File: config.mk
export PLATFORM = sky130hd
export DESIGN_NAME = pipe_mux
export DESIGN_NICKNAME = d
export VERILOG_FILES = /design/src/rtl/pipe_mux.sv
export SDC_FILE = /design/constraint.sdc
export NUM_CORES = 1
export LEC_CHECK = 0
export ABC_AREA = 1
export CAP_MARGIN = 20
export CORE_ASPECT_RATIO = 1.5
export CORE_MARGIN = 4
export CORE_UTILIZATION = 37
export DETAILED_ROUTE_END_ITERATION = 16
export MAX_ROUTING_LAYER = met4
export PLACE_DENSITY_LB_ADDON = 0.25
export SLEW_MARGIN = 20
export SYNTH_ARGS = -nofsm -noshare
export SYNTH_HDL_FRONTEND = slang
export SYNTH_SLANG_ARGS = --single-unit
File: constraint.sdc
create_clock -name clk -period 2.23 [get_ports clk]
set_clock_uncertainty 0.2 [all_clocks]
set_input_delay 0.223 -clock clk [delete_from_list [all_inputs] [get_ports clk]]
set_output_delay 0.223 -clock clk [all_outputs]
set_load 0.05 [all_outputs]
File: src/rtl/pipe_mux.sv
// pipe_mux: registered N:1 channel mux with external select or round-robin arbitration.
// Optional taint tracking is enabled by defining PIPE_MUX_TAINT_EN.
module pipe_mux #(
    parameter int  WIDTH    = 8,
    parameter int  CHANNELS = 4,
    parameter int  RR_MODE  = 0,
    localparam int SELW     = (CHANNELS > 1) ? $clog2(CHANNELS) : 1
) (
    input  logic                      clk,
    input  logic                      rst_n,
    input  logic [CHANNELS*WIDTH-1:0] in_data,
    input  logic [CHANNELS-1:0]       in_valid,
    output logic [CHANNELS-1:0]       in_ready,
    input  logic [SELW-1:0]           sel,
    output logic [WIDTH-1:0]          out_data,
    output logic [SELW-1:0]           out_chan,
    output logic                      out_valid,
    input  logic                      out_ready
`ifdef PIPE_MUX_TAINT_EN
    ,
    input  logic [CHANNELS-1:0]       in_taint,
    input  logic                      sel_taint,
    output logic                      out_taint
`endif
);
    logic [SELW-1:0]  r_ptr;
    logic [WIDTH-1:0] r_data;
    logic [SELW-1:0]  r_chan;
    logic             r_valid;
    logic [SELW-1:0]  w_rr_win;
    logic             w_rr_ok;
    logic [SELW-1:0]  w_win;
    logic             w_win_ok;
    logic             w_slot_free;
    logic             w_xfer;

    function automatic logic [SELW-1:0] f_wrap(input logic [SELW-1:0] p, input int k);
        int j = int'(p) + k;
        return SELW'((j >= CHANNELS) ? j - CHANNELS : j);
    endfunction

    // Round-robin search from ptr upward with wrap; scanning backwards lets the nearest requester win
    always_comb begin
        w_rr_ok  = 1'b0;
        w_rr_win = '0;
        for (int k = CHANNELS - 1; k >= 0; k--) begin
            if (in_valid[f_wrap(r_ptr, k)]) begin
                w_rr_ok  = 1'b1;
                w_rr_win = f_wrap(r_ptr, k);
            end
        end
    end

    assign w_slot_free = !r_valid || out_ready;
    assign w_win       = (RR_MODE != 0) ? w_rr_win : sel;
    assign w_win_ok    = (RR_MODE != 0) ? w_rr_ok : (int'(sel) < CHANNELS);
    assign w_xfer      = w_win_ok && w_slot_free && in_valid[w_win];
    assign in_ready    = (rst_n && w_win_ok && w_slot_free) ? (CHANNELS'(1) << w_win) : '0;
    assign out_data    = r_data;
    assign out_chan    = r_chan;
    assign out_valid   = r_valid;

    // Output stage: load on transfer, empty when drained with nothing new, otherwise hold
    always_ff @(posedge clk or negedge rst_n) begin
        if (!rst_n) begin
            r_valid <= 1'b0;
            r_data  <= '0;
            r_chan  <= '0;
        end else if (w_xfer) begin
            r_valid <= 1'b1;
            r_data  <= in_data[int'(w_win)*WIDTH +: WIDTH];
            r_chan  <= w_win;
        end else if (w_slot_free) begin
            r_valid <= 1'b0;
        end
    end

    // Round-robin pointer moves just past the winner, only when a word is taken
    always_ff @(posedge clk or negedge rst_n) begin
        if (!rst_n)
            r_ptr <= '0;
        else if (RR_MODE != 0 && w_xfer)
            r_ptr <= (int'(w_win) == CHANNELS - 1) ? '0 : w_win + SELW'(1);
    end

`ifdef PIPE_MUX_TAINT_EN
    logic r_taint;

    // Taint travels with the data word; an externally chosen select can taint it too
    always_ff @(posedge clk or negedge rst_n) begin
        if (!rst_n)
            r_taint <= 1'b0;
        else if (w_xfer)
            r_taint <= in_taint[w_win] | (sel_taint && RR_MODE == 0);
    end

    assign out_taint = r_taint;
`endif
endmodule
==> Word-level counts from Yosys, hierarchy flattened <==
Cells that the tools add are included.
{ "word_totals": {"register_bits": 11, "input_bits": 41, "wordCells": 16} }
{ "classes": {"magnitude_cmp": 1, "n_shift": 2, "mux": 5, "reduce_logical": 5} }
{ "op_table": {"columns": ["operator", "count"], "rows": [
  ["$shiftx 32x6->8", 1],
  ["$mux 4", 1],
  ["$shl 1x2->4 const A", 1],
  ["$lt 2x3->1 const B", 1],
  ["$mux 1", 3],
  ["$bmux 1 s2", 1],
  ["$logic_and 1x1->1", 2],
  ["$reduce_bool 2->1", 1],
  ["$logic_not 1->1", 1],
  ["$logic_or 1x1->1", 1]
]} }

==> Logic depth before layout (Yosys ltp) <==
Gate-level depths: netlist of run 1.
{ "depth": {"ltp_word": 4, "depth_mapped": 10, "mapped_depth_nobuf": 8} }

==> Least setup slack after synthesis of run 1 <==
Ideal clock, no wire load.
{ "synth_path": {"path_type": "reg2out", "from": "register r_valid, in the netlist out_valid", "to": "output port in_ready[0]", "arrival_ns": 1.918, "t_required_ns": 1.807, "slack_ns": -0.111, "stages_incl_launch_ff": 4, "n_path_buf": 0, "cell_sequence": "dfrtp_1 nand2_1 nand2_1 nor3_1"} }
{ "synth_between": {"elab_chain_cells": 4} }
{ "synth_lines": {"columns": ["element", "line", "rtl"], "rows": [
  ["from (decl)", "29", "logic r_valid;"],
  ["from (signal assigned)", "66", "r_valid <= 1'b0;"],
  ["from (signal assigned)", "70", "r_valid <= 1'b1;"],
  ["from (signal assigned)", "74", "r_valid <= 1'b0;"],
  ["$logic_not 1->1", "54", "assign w_slot_free = !r_valid || out_ready;"],
  ["$logic_or 1x1->1", "54", null],
  ["$logic_and 1x1->1", "58", "assign in_ready = (rst_n && w_win_ok && w_slot_free) ? (CHANNELS'(1) << w_win) : '0;"],
  ["$mux 4", "58", null],
  ["to (decl)", "13", "output logic [CHANNELS-1:0] in_ready,"]
]} }
No other way between the ends.

==> Worst setup path in the final report of run 1 <==
{ "layout_path": {"from": "input port sel[0]", "to": "output port in_ready[1]"} }
{ "layout_between": {"elab_chain_cells": 2} }
{ "layout_lines": {"columns": ["element", "line", "rtl"], "rows": [
  ["from (decl)", "14", "input logic [SELW-1:0] sel,"],
  ["$shl 1x2->4", "58", null],
  ["$mux 4", "58", null]
]} }
No other way between the ends.

==> load_flow_metrics.sql, run 1 <==
INSERT INTO impl_metrics (metric_group, metric, value, unit) VALUES
('synthesis', 'synth.yosys.warnings', '0', ''),
('clock_network', 'cts-hold-fix-buffers', '0', ''),
('synthesis', 'syn-num-nets', '183', ''),
('grt', 'antenna_found_initial', '0', ''),
('cells_and_area', 'multi_input_area', '467', 'um^2'),
('power_and_ir_drop', 'p_seq_share', '30.7', '%'),
('grt', 'gr-usage-all-layers', '17.2', '%'),
('cells_and_area', 'seq_area', '275', 'um^2'),
('grt', 'maximum_number_of_pins_on_one_net_before_global_route_repair', '17', ''),
('critical_path', 'worst_path_maximum_fanout', '7', ''),
('grt', 'grt_pass1_wl', '3800', 'um'),
('routing', 'avgViaCountPerCell', '4.74', ''),
('power_and_ir_drop', 'switching_share', '42.5', '%'),
('synthesis', 'synth_cell_types', '11', ''),
('sta', 'setup-violations-final', '0', ''),
('synthesis', 'synth-seq-cells', '11', ''),
('clock_network', 'cts_max_path_buffers', '2', ''),
('routing', 'ant_nets', '0', ''),
('clock_network', 'cts_setup_buffers', '0', ''),
('routing', 'post-route-drc-count', '0', ''),
('clock_network', 'cts.repair.resized', '0', ''),
('routing', 'drt-initial-drc-count', '14', ''),
('place', 'port_buffers', '55', ''),
('critical_path', 'arrival', '1.46', 'ns'),
('critical_path', 'cp_data_required_time', '1.81', 'ns'),
('clock_network', 'h-tree-depth', '1', ''),
('cells_and_area', 'most_common_cell_after_layout_fill_and_taps_aside', 'sky130_fd_sc_hd__nand2_1', ''),
('floorplanning', 'die_h', '65.7', 'um'),
('cells_and_area', 'area_growth_syn_to_layout', '74.8', '%'),
('cells_and_area', 'antenna-diode-count', '0', ''),
('cells_and_area', 'finish.cell_count_without_fillers', '219', ''),
('place', 'dp_hpwl', '2060', 'um'),
('status', 'outcome', 'complete, no violations', ''),
('cells_and_area', 'drive_gt1_share', '7.11', '%'),
('sta', 'relSlewSlack', '66.6', '%'),
('clock_network', 'ctsRootBufferMaster', 'sky130_fd_sc_hd__clkbuf_4', ''),
('sta', 'fin_hold_ws', '0.123', 'ns'),
('critical_path', 'cp_cell_sequence', 'clkdlybuf4s50_1, inv_2, nor3_1, buf_12', ''),
('clock_network', 'cts-buffers-inserted', '3', ''),
('cells_and_area', 'final.fill_count', '202', ''),
('clock_network', 'clk_pin_slew_worst_paths', '0.07', 'ns'),
('routing', 'postRouteWirelength', '2410', 'um'),
('run', 'maxCapViolations', '0', ''),
('power_and_ir_drop', 'power.share.clock', '15.4', '%'),
('power_and_ir_drop', 'internal_power', '499', 'uW'),
('floorplanning', 'placement_rows', '20', ''),
('sta', 'fin_crit', '1.89', 'ns'),
('sta', 'setup_tns', '0', 'ns'),
('min_path', 'min-delay-path-class', 'primary input to asynchronous set/reset pin', ''),
('clock_network', 'tritoncts', 'built', ''),
('grt', 'grt_remaining_overflow', '0', ''),
('routing', 'routed_wire_length_per_instance', '11.0', 'um'),
('grt', 'number_of_global_route_vias_before_repair', '936', ''),
('floorplanning', 'start_util', '39.5', '%'),
('critical_path', 'timing.critical_path.slowest_cell_delay', '0.60', 'ns'),
('routing', 'detailroute.via_count', '1037', ''),
('synthesis', 'avgSynthCellArea', '5.78', 'um^2'),
('floorplanning', 'ios', '56', ''),
('critical_path', 'end_kind', 'primary output', ''),
('synthesis', 'synth-seq-area-share', '33.5', '%'),
('sta', 'slew_viol_final', '0', ''),
('critical_path', 'path_buf_inv', '3', ''),
('sta', 'timing_worst_slew_pin_value', '0.500', 'ns'),
('place', 'gpl.final_weighted_congestion', '0.869', ''),
('sta', 'rsz0062_at_grt', 'false', ''),
('power_and_ir_drop', 'power.leakage', '0.759', 'nW'),
('synthesis', 'synth_area', '821', 'um^2'),
('power_and_ir_drop', 'pwr_density_cell', '605', 'nW/um^2'),
('floorplanning', 'coreArea', '2080', 'um^2'),
('sta', 'fmax', '0.530', 'GHz'),
('cells_and_area', 'finalNetCount', '239', '');
## per-layer routing
| metal | track usage, % | part of all wire, % | up-vias |
|---|---|---|---|
| met4 | 7.47 | 1.5 | 0 |
| li1 | - | - | 538 |
| met5 | - | 0 | - |
| met3 | 2.47 | 9.2 | 4 |
| met2 | 31.7 | 53 | 47 |
| met1 | 16.7 | 36 | 448 |
## flip-flops by register name, summed over array words and instances (netlist names)
signal / flops
out_valid: 1
out_chan: 2
out_data: 8
## power groups by stage
stage / Sequential, mW / Combinational, mW / Clock, mW
after floorplan: 0.419 / 0.125 / 0
after global placement: 0.268 / 0.462 / 0
after detailed placement: 0.271 / 0.470 / 0
after CTS: 0.268 / 0.471 / 0.140
after global routing: 0.272 / 0.500 / 0.146
final: 0.267 / 0.467 / 0.134
## stage by stage
step	power (mW)	setup WS (ns)	cell area [um^2]
finish	0.868	0.345	1440
detailed placement	0.741	0.195	1410
floorplan	0.544	-0.111	821
global placement	0.731	0.297	1410
CTS	0.879	0.342	1440
global route	0.918	0.260	1440
## synth_stat cells
cell / instances / share of area, %
sky130_fd_sc_hd__inv_2: 1 / 0.46
sky130_fd_sc_hd__clkbuf_1: 2 / 0.91
sky130_fd_sc_hd__dfrtp_1: 11 / 34
sky130_fd_sc_hd__nand3_1: 10 / 6.1
sky130_fd_sc_hd__inv_1: 2 / 0.91
sky130_fd_sc_hd__buf_4: 3 / 2.7
sky130_fd_sc_hd__buf_6: 3 / 4.1
sky130_fd_sc_hd__nand2_2: 1 / 0.76
sky130_fd_sc_hd__nor3_1: 4 / 2.4
sky130_fd_sc_hd__buf_1: 1 / 0.46
sky130_fd_sc_hd__nand2_1: 104 / 48
## kinds of logic (layout without fill, tap and decap cells)
kind of cell / after synthesis / in the layout / synth area share [%]
buffers and inverters: 12 / 67 / 9.60
DFF: 11 / 11 / 33.5
and+or+nand+nor: 119 / 119 / 56.9
## worst register-to-register path, stage by stage, from the launching register on
cell and delay, ns:
sky130_fd_sc_hd__dfrtp_1 0.38, sky130_fd_sc_hd__nand2_1 0.09, sky130_fd_sc_hd__buf_4 0.18, sky130_fd_sc_hd__nand2_2 0.15, sky130_fd_sc_hd__nand2_1 0.11, sky130_fd_sc_hd__nand2_1 0.07
## area by class of cell
| class | instances | area share [%] |
|---|---|---|
| tap | 22 | 1.92 |
| inverter | 3 | 0.785 |
| clock buffer | 4 | 1.83 |
| sequential | 11 | 19.2 |
| timing repair buffer | 60 | 43.8 |
| multi-input combinational | 119 | 32.5 |
## final timing paths
kind | startpoint | slack, ns | cells past startpoint | to
max | sel[0] | 0.34 | 4 | in_ready[1]
min | rst_n | 0.12 | 2 | out_data[4]
max reg2reg | out_valid | 0.94 | 5 | out_data[0]
min reg2reg | out_data[6] | 0.28 | 2 | out_data[6]
max in group asynchronous | rst_n | 1.56 | 2 | out_data[0]
min in group clk | out_data[6] | 0.28 | 2 | out_data[6]
Note: power is estimated with default switching activity, not from simulation.
==> inputs of run 2 (changes only) <==
--- a/config.mk
+++ b/config.mk
@@ -9,7 +9,7 @@
 export CAP_MARGIN = 20
 export CORE_ASPECT_RATIO = 1.5
 export CORE_MARGIN = 4
-export CORE_UTILIZATION = 37
+export CORE_UTILIZATION = 31
 export DETAILED_ROUTE_END_ITERATION = 16
 export MAX_ROUTING_LAYER = met4
 export PLACE_DENSITY_LB_ADDON = 0.25
==> constraint.sdc (replaced) <==
create_clock -name clk -period 1.6 [get_ports clk]
set_clock_uncertainty 0.2 [all_clocks]
set_input_delay 0.16 -clock clk [delete_from_list [all_inputs] [get_ports clk]]
set_output_delay 0.16 -clock clk [all_outputs]
set_load 0.05 [all_outputs]
==> run 2 against run 1 <==
Against the previous run:
- setup slack got worse by 0.32 ns
- sequential power increased by 53%
- sequential share of layout area decreased by 2.7 points
- die area increased by 16%
- highest routed layer unchanged
==> load_flow_metrics.sql, run 2 (synthesized netlist as in run 1, its figures left out) <==
INSERT INTO impl_metrics (metric_group, metric, value, unit) VALUES
('critical_path', 'arrival', '1.21', 'ns'),
('critical_path', 'cp_cell_sequence', 'nand2_4, nand2_8, nor3_4, buf_12', ''),
('clock_network', 'total_number_of_clock_tree_sinks', '11', ''),
('critical_path', 'timing.critical_path.slowest_cell_delay', '0.44', 'ns'),
('routing', 'post-route-drc-count', '0', ''),
('grt', 'grt_remaining_overflow', '0', ''),
('routing', 'ant_nets', '0', ''),
('grt', 'antenna_found_initial', '0', ''),
('grt', 'gr-usage-all-layers', '12.8', '%'),
('clock_network', 'cts-buffers-inserted', '3', ''),
('clock_network', 'ctsRootBufferMaster', 'sky130_fd_sc_hd__clkbuf_4', ''),
('sta', 'setup-violations-final', '0', ''),
('floorplanning', 'die_h', '71.0', 'um'),
('clock_network', 'h-tree-depth', '1', ''),
('power_and_ir_drop', 'vdd.ir_drop.worst', '334', 'uV'),
('sta', 'fin_crit', '1.57', 'ns'),
('cells_and_area', 'drive_gt1_share', '19.2', '%'),
('min_path', 'min-delay-path-class', 'primary input to asynchronous set/reset pin', ''),
('grt', 'grt_pass1_wl', '3500', 'um'),
('cells_and_area', 'final.fill_count', '210', ''),
('sta', 'timing_worst_slew_pin_value', '0.224', 'ns'),
('critical_path', 'worst_path_maximum_fanout', '4', ''),
('floorplanning', 'start_util', '32.8', '%'),
('floorplanning', 'placement_rows', '22', ''),
('place', 'gpl.final_weighted_congestion', '0.798', ''),
('routing', 'routed_wire_length_per_instance', '9.44', 'um'),
('cells_and_area', 'layout_common_cells', '102 x sky130_fd_sc_hd__nand2_1, 39 x sky130_fd_sc_hd__clkdlybuf4s50_1, 15 x sky130_fd_sc_hd__buf_12, 11 x sky130_fd_sc_hd__buf_4', ''),
('sta', 'rsz0062_at_grt', 'true', ''),
('grt', 'maximum_number_of_pins_on_one_net_before_global_route_repair', '14', ''),
('critical_path', 'setup.worst_path.class', 'flip-flop to primary output', ''),
('status', 'outcome', 'complete, no violations', ''),
('place', 'dp_hpwl', '2030', 'um'),
('sta', 'timing_hold_violations_final', '0', ''),
('cells_and_area', 'most_common_cell_after_layout_fill_and_taps_aside', 'sky130_fd_sc_hd__nand2_1', ''),
('clock_network', 'clock_latency', '0.27', 'ns'),
('cells_and_area', 'largest_register_ffs', '8', ''),
('routing', 'postRouteWirelength', '2260', 'um'),
('sta', 'fmax', '0.636', 'GHz'),
('sta', 'fin_crit_sh', '98.3', '%'),
('sta', 'relSlewSlack', '85.0', '%'),
('run', 'maxCapViolations', '0', ''),
('critical_path', 'startpoint_type', 'flip-flop', ''),
('clock_network', 'cts_max_path_buffers', '2', ''),
('critical_path', 'cp_data_required_time', '1.24', 'ns'),
('power_and_ir_drop', 'power.leakage', '0.874', 'nW'),
('cells_and_area', 'layout.cell_area.non_filler', '1680', 'um^2'),
('cells_and_area', 'antenna-diode-count', '0', ''),
('critical_path', 'worst_path_max_delay_cell', 'sky130_fd_sc_hd__dfrtp_2', ''),
('floorplanning', 'coreArea', '2500', 'um^2'),
('floorplanning', 'dieWidth', '50.0', 'um'),
('cells_and_area', 'area_growth_syn_to_layout', '105', '%'),
('sta', 'slew_viol_final', '0', ''),
('clock_network', 'cts-hold-fix-buffers', '0', ''),
('power_and_ir_drop', 'power', '1.40', 'mW'),
('place', 'placed_area', '1640', 'um^2'),
('routing', 'drt-initial-drc-count', '17', ''),
('routing', 'avgViaCountPerCell', '4.33', ''),
('place', 'port_buffers', '55', ''),
('clock_network', 'clk_pin_slew_worst_paths', '0.07', 'ns'),
('clock_network', 'tritoncts', 'built', ''),
('routing', 'detailed_routing_iterations_pass_1', '4', ''),
('floorplanning', 'floorplan.die_area', '3550', 'um^2'),
('power_and_ir_drop', 'pwr_density_cell', '833', 'nW/um^2'),
('grt', 'number_of_global_route_vias_before_repair', '898', ''),
('routing', 'detailroute.via_count', '1036', ''),
('cells_and_area', 'finalNetCount', '245', ''),
('floorplanning', 'ios', '56', ''),
('critical_path', 'end_kind', 'primary output', ''),
('sta', 'setup_tns', '0', 'ns');
[run 2: worst paths after layout]
| check | start | end | slack, ns | depth (start not counted) |
|---|---|---|---|---|
| max | out_valid | in_ready[3] | 0.03 | 4 |
| min | rst_n | out_data[5] | 0.16 | 2 |
| max reg2reg | out_valid | out_data[1] | 0.19 | 6 |
| min reg2reg | out_chan[0] | out_chan[0] | 0.33 | 2 |
| max in group asynchronous | rst_n | out_valid | 0.88 | 2 |
| min in group clk | sel[0] | out_chan[0] | 0.25 | 4 |
[run 2: timing repair]
item / in CTS / in global routing
buffers inserted: 0 / 1
setup endpoints to repair: 2 / 7
endpoints found under the hold margin: 0 / 0
pin swaps: 1 / 2
resized for setup: 0 / 4
cloned: 0 / 0
[run 2: per-stage QoR]
stage                     cells  util (%)  worst slack (ns)  hold slack, ns
after floorplan             142         -            0.0213          -0.336
after global placement      234      65.3           -0.0890           0.320
after detailed placement    234      65.3            -0.169           0.322
after CTS                   238      66.3           -0.0242          0.0806
after global routing        239      67.2           -0.0216           0.176
final                       239      67.2            0.0272           0.164
[run 2: layer usage]
metal	part of all wire, %	routed length [um]	track usage (%)
met5	0	0	-
met4	1.5	34	5.54
met3	8.7	197	3.16
met2	51	1160	24.1
met1	38	865	11.7
[run 2: layout make-up]
| cell class | count | area [um^2] | share of cell area (%) |
|---|---|---|---|
| Sequential cell | 11 | 277 | 16.4 |
| Inverter | 3 | 13.8 | 0.818 |
| Tap cell | 36 | 45.0 | 2.68 |
| Timing Repair Buffer | 66 | 786 | 46.7 |
| Multi-Input combinational cell | 119 | 536 | 31.8 |
| Clock buffer | 4 | 26.3 | 1.56 |
[run 2: worst max-delay path, delay by kind of cell, from the launching register on]
kind | cells | cell delay [ns]
simple gates | 3 | 0.35
flops | 1 | 0.44
buf+inv | 1 | 0.16
[run 2: report_power, final]
part           internal [mW]  switching, mW
clock                 0.0965         0.0868
combinational          0.408          0.403
sequential             0.339         0.0691
total                  0.843          0.559
==> inputs of run 3 (changes only) <==
--- a/config.mk
+++ b/config.mk
@@ -8,9 +8,9 @@
 export ABC_AREA = 1
 export CAP_MARGIN = 20
 export CORE_ASPECT_RATIO = 1.5
-export CORE_MARGIN = 4
 export CORE_UTILIZATION = 31
 export DETAILED_ROUTE_END_ITERATION = 16
+export HOLD_SLACK_MARGIN = 0.15
 export MAX_ROUTING_LAYER = met4
 export PLACE_DENSITY_LB_ADDON = 0.25
 export SLEW_MARGIN = 20
==> run 3 against run 2 <==
Against the previous run:
- critical path depth did not move
- worst hold slack improved by 0.0016 ns
- first-iteration DRC count is 88% higher
- global-route usage rose by 6.0 points
- die area is 19% lower
- critical endpoint unchanged
==> load_flow_metrics.sql, run 3 (synthesized netlist as in run 1, its figures left out) <==
INSERT INTO impl_metrics (metric_group, metric, value, unit) VALUES
('sta', 'fin_crit', '1.56', 'ns'),
('cells_and_area', 'finalNetCount', '248', ''),
('critical_path', 'rr_startpoint', 'out_valid', ''),
('routing', 'detailed_routing_iterations_pass_1', '6', ''),
('floorplanning', 'floorplan.die_area', '2860', 'um^2'),
('place', 'dp.cells', '224', ''),
('place', 'place_ws', '-0.0870', 'ns'),
('sta', 'relSlewSlack', '79.4', '%'),
('sta', 'layout_setup_ws', '0.0366', 'ns'),
('power_and_ir_drop', 'vdd.ir_drop.worst', '459', 'uV'),
('critical_path', 'timing.critical_path.slowest_cell_delay', '0.48', 'ns'),
('sta', 'fin_crit_sh', '97.7', '%'),
('clock_network', 'cts-buffers-inserted', '3', ''),
('place', 'dp_hpwl', '1980', 'um'),
('power_and_ir_drop', 'comb_power_share', '58.3', '%'),
('sta', 'timing_worst_slew_pin_value', '0.309', 'ns'),
('routing', 'detailroute.via_count', '1061', ''),
('critical_path', 'cp_cell_sequence', 'clkdlybuf4s50_1, inv_1, nor3_4, buf_12', ''),
('critical_path', 'startpoint_type', 'primary input', ''),
('clock_network', 'clock_latency', '0.27', 'ns'),
('grt', 'maximum_number_of_pins_on_one_net_before_global_route_repair', '13', ''),
('critical_path', 'end_kind', 'primary output', ''),
('power_and_ir_drop', 'p_seq_share', '28.7', '%'),
('status', 'outcome', 'complete, no violations', ''),
('grt', 'grt_pass1_wl', '3930', 'um'),
('cells_and_area', 'layout_common_cells', '102 x sky130_fd_sc_hd__nand2_1, 39 x sky130_fd_sc_hd__clkdlybuf4s50_1, 16 x sky130_fd_sc_hd__buf_12, 13 x sky130_fd_sc_hd__buf_4', ''),
('grt', 'gr-usage-all-layers', '18.8', '%'),
('critical_path', 'cp_data_required_time', '1.24', 'ns'),
('routing', 'postRouteWirelength', '2280', 'um'),
('sta', 'rsz0062_at_grt', 'true', ''),
('cells_and_area', 'most_common_cell_after_layout_fill_and_taps_aside', 'sky130_fd_sc_hd__nand2_1', ''),
('cells_and_area', 'largest_register_ffs', '8', ''),
('cells_and_area', 'drive_gt1_share', '19.9', '%'),
('routing', 'avgViaCountPerCell', '4.61', ''),
('cells_and_area', 'post_route_core_utilization', '68.6', '%'),
('clock_network', 'clk_pin_slew_worst_paths', '0.06', 'ns'),
('clock_network', 'tritoncts', 'built', ''),
('sta', 'fin_hold_ws', '0.165', 'ns'),
('place', 'port_buffers', '55', ''),
('power_and_ir_drop', 'internal_power', '854', 'uW'),
('place', 'gpl.final_weighted_congestion', '0.866', ''),
('critical_path', 'setup.worst_path.class', 'primary input to primary output', ''),
('grt', 'number_of_global_route_vias_before_repair', '954', ''),
('cells_and_area', 'area_growth_syn_to_layout', '107', '%'),
('clock_network', 'cts-hold-fix-buffers', '0', ''),
('clock_network', 'cts_max_path_buffers', '2', ''),
('critical_path', 'worst_path_maximum_fanout', '7', ''),
('routing', 'drt-initial-drc-count', '32', ''),
('floorplanning', 'dieWidth', '44.0', 'um'),
('critical_path', 'arrival', '1.20', 'ns'),
('sta', 'timing_hold_violations_final', '0', ''),
('cells_and_area', 'antenna-diode-count', '0', ''),
('grt', 'antenna_found_initial', '0', ''),
('power_and_ir_drop', 'switching_share', '39.7', '%'),
('sta', 'setup_tns', '0', 'ns'),
('floorplanning', 'placement_rows', '22', ''),
('clock_network', 'total_number_of_clock_tree_sinks', '11', ''),
('min_path', 'min-delay-path-class', 'primary input to asynchronous set/reset pin', ''),
('critical_path', 'timing.critical_path.from', 'sel[1]', ''),
('critical_path', 'worst_path_max_delay_cell', 'sky130_fd_sc_hd__clkdlybuf4s50_1', ''),
('routing', 'ant_nets', '0', ''),
('floorplanning', 'ios', '56', ''),
('power_and_ir_drop', 'pwr_density_cell', '834', 'nW/um^2'),
('routing', 'post-route-drc-count', '0', ''),
('sta', 'setup-violations-final', '0', ''),
('grt', 'grt_remaining_overflow', '0', ''),
('sta', 'slew_viol_final', '0', ''),
('power_and_ir_drop', 'power.leakage', '0.894', 'nW'),
('floorplanning', 'coreArea', '2480', 'um^2'),
('clock_network', 'ctsRootBufferMaster', 'sky130_fd_sc_hd__clkbuf_4', ''),
('clock_network', 'h-tree-depth', '1', ''),
('power_and_ir_drop', 'power.share.clock', '12.9', '%'),
('cells_and_area', 'finish.cell_count_without_fillers', '230', ''),
('floorplanning', 'start_util', '33.1', '%'),
('power_and_ir_drop', 'power.net_switching', '564', 'uW'),
('floorplanning', 'die_h', '65.0', 'um'),
('run', 'maxCapViolations', '0', ''),
('sta', 'fmax', '0.640', 'GHz'),
('routing', 'routed_wire_length_per_instance', '9.91', 'um');
[run 3: changes by cell type in the layout (fill, tap and decap cells not counted)]
cell / before / now
sky130_fd_sc_hd__buf_12: 15 / 16
sky130_fd_sc_hd__buf_4: 11 / 13
sky130_fd_sc_hd__inv_1: 1 / 2
sky130_fd_sc_hd__inv_4: 1 / 0
[run 3: power by group through the flow]
stage	Clock, mW	Sequential [mW]	Combinational, mW
3_3_place_gp	0	0.412	0.807
2_1_floorplan	0	0.586	0.193
5_1_grt	0.209	0.416	0.878
3_5_place_dp	0	0.415	0.817
4_1_cts	0.191	0.407	0.834
6_report	0.184	0.407	0.827
[run 3: worst max-delay path: cells and delay by family]
family	cells	cell delay [ns]
buffers and inverters	3	0.79
and+or+nand+nor	1	0.25
[run 3: worst paths after layout]
path	to	slack (ns)	cells past startpoint
setup / recovery	in_ready[3]	0.04	4
hold / removal	out_data[1]	0.17	2
setup reg to reg	out_data[3]	0.20	6
hold reg to reg	out_chan[1]	0.34	2
max in group asynchronous	out_valid	0.88	2
min in group clk	out_chan[0]	0.26	5
[run 3: what timing repair did]
item / in CTS / in global routing
buffers inserted: 2 / 0
cloned: 0 / 0
resized for setup: 1 / 1
endpoints found under the setup margin: 3 / 4
hold endpoints to repair: 0 / 0
pin swaps: 4 / 2
[run 3: through the flow]
stage / power (mW) / area [um^2]
3_3_place_gp: 1.22 / 1650
3_5_place_dp: 1.23 / 1650
5_1_grt: 1.50 / 1700
4_1_cts: 1.43 / 1700
2_1_floorplan: 0.779 / 882
6_report: 1.42 / 1700
[run 3: per-layer routing]
layer / share of wire, % / vias up / track usage (%) / wire length [um]
li1: - / 559 / - / -
met2: 54 / 51 / 32.0 / 1220
met1: 39 / 449 / 21.4 / 886
met5: 0 / - / - / 0
met3: 6.5 / 2 / 1.11 / 148
met4: 1.1 / 0 / 10.2 / 25
[run 3: cell type report]
cell class,count,area (um^2)
clock buffers,4,26.3
well taps,24,30.0
inverters,3,11.3
fillers,213,777
multi-input cells,119,536
repair buffers,69,821
flip-flops and latches,11,277
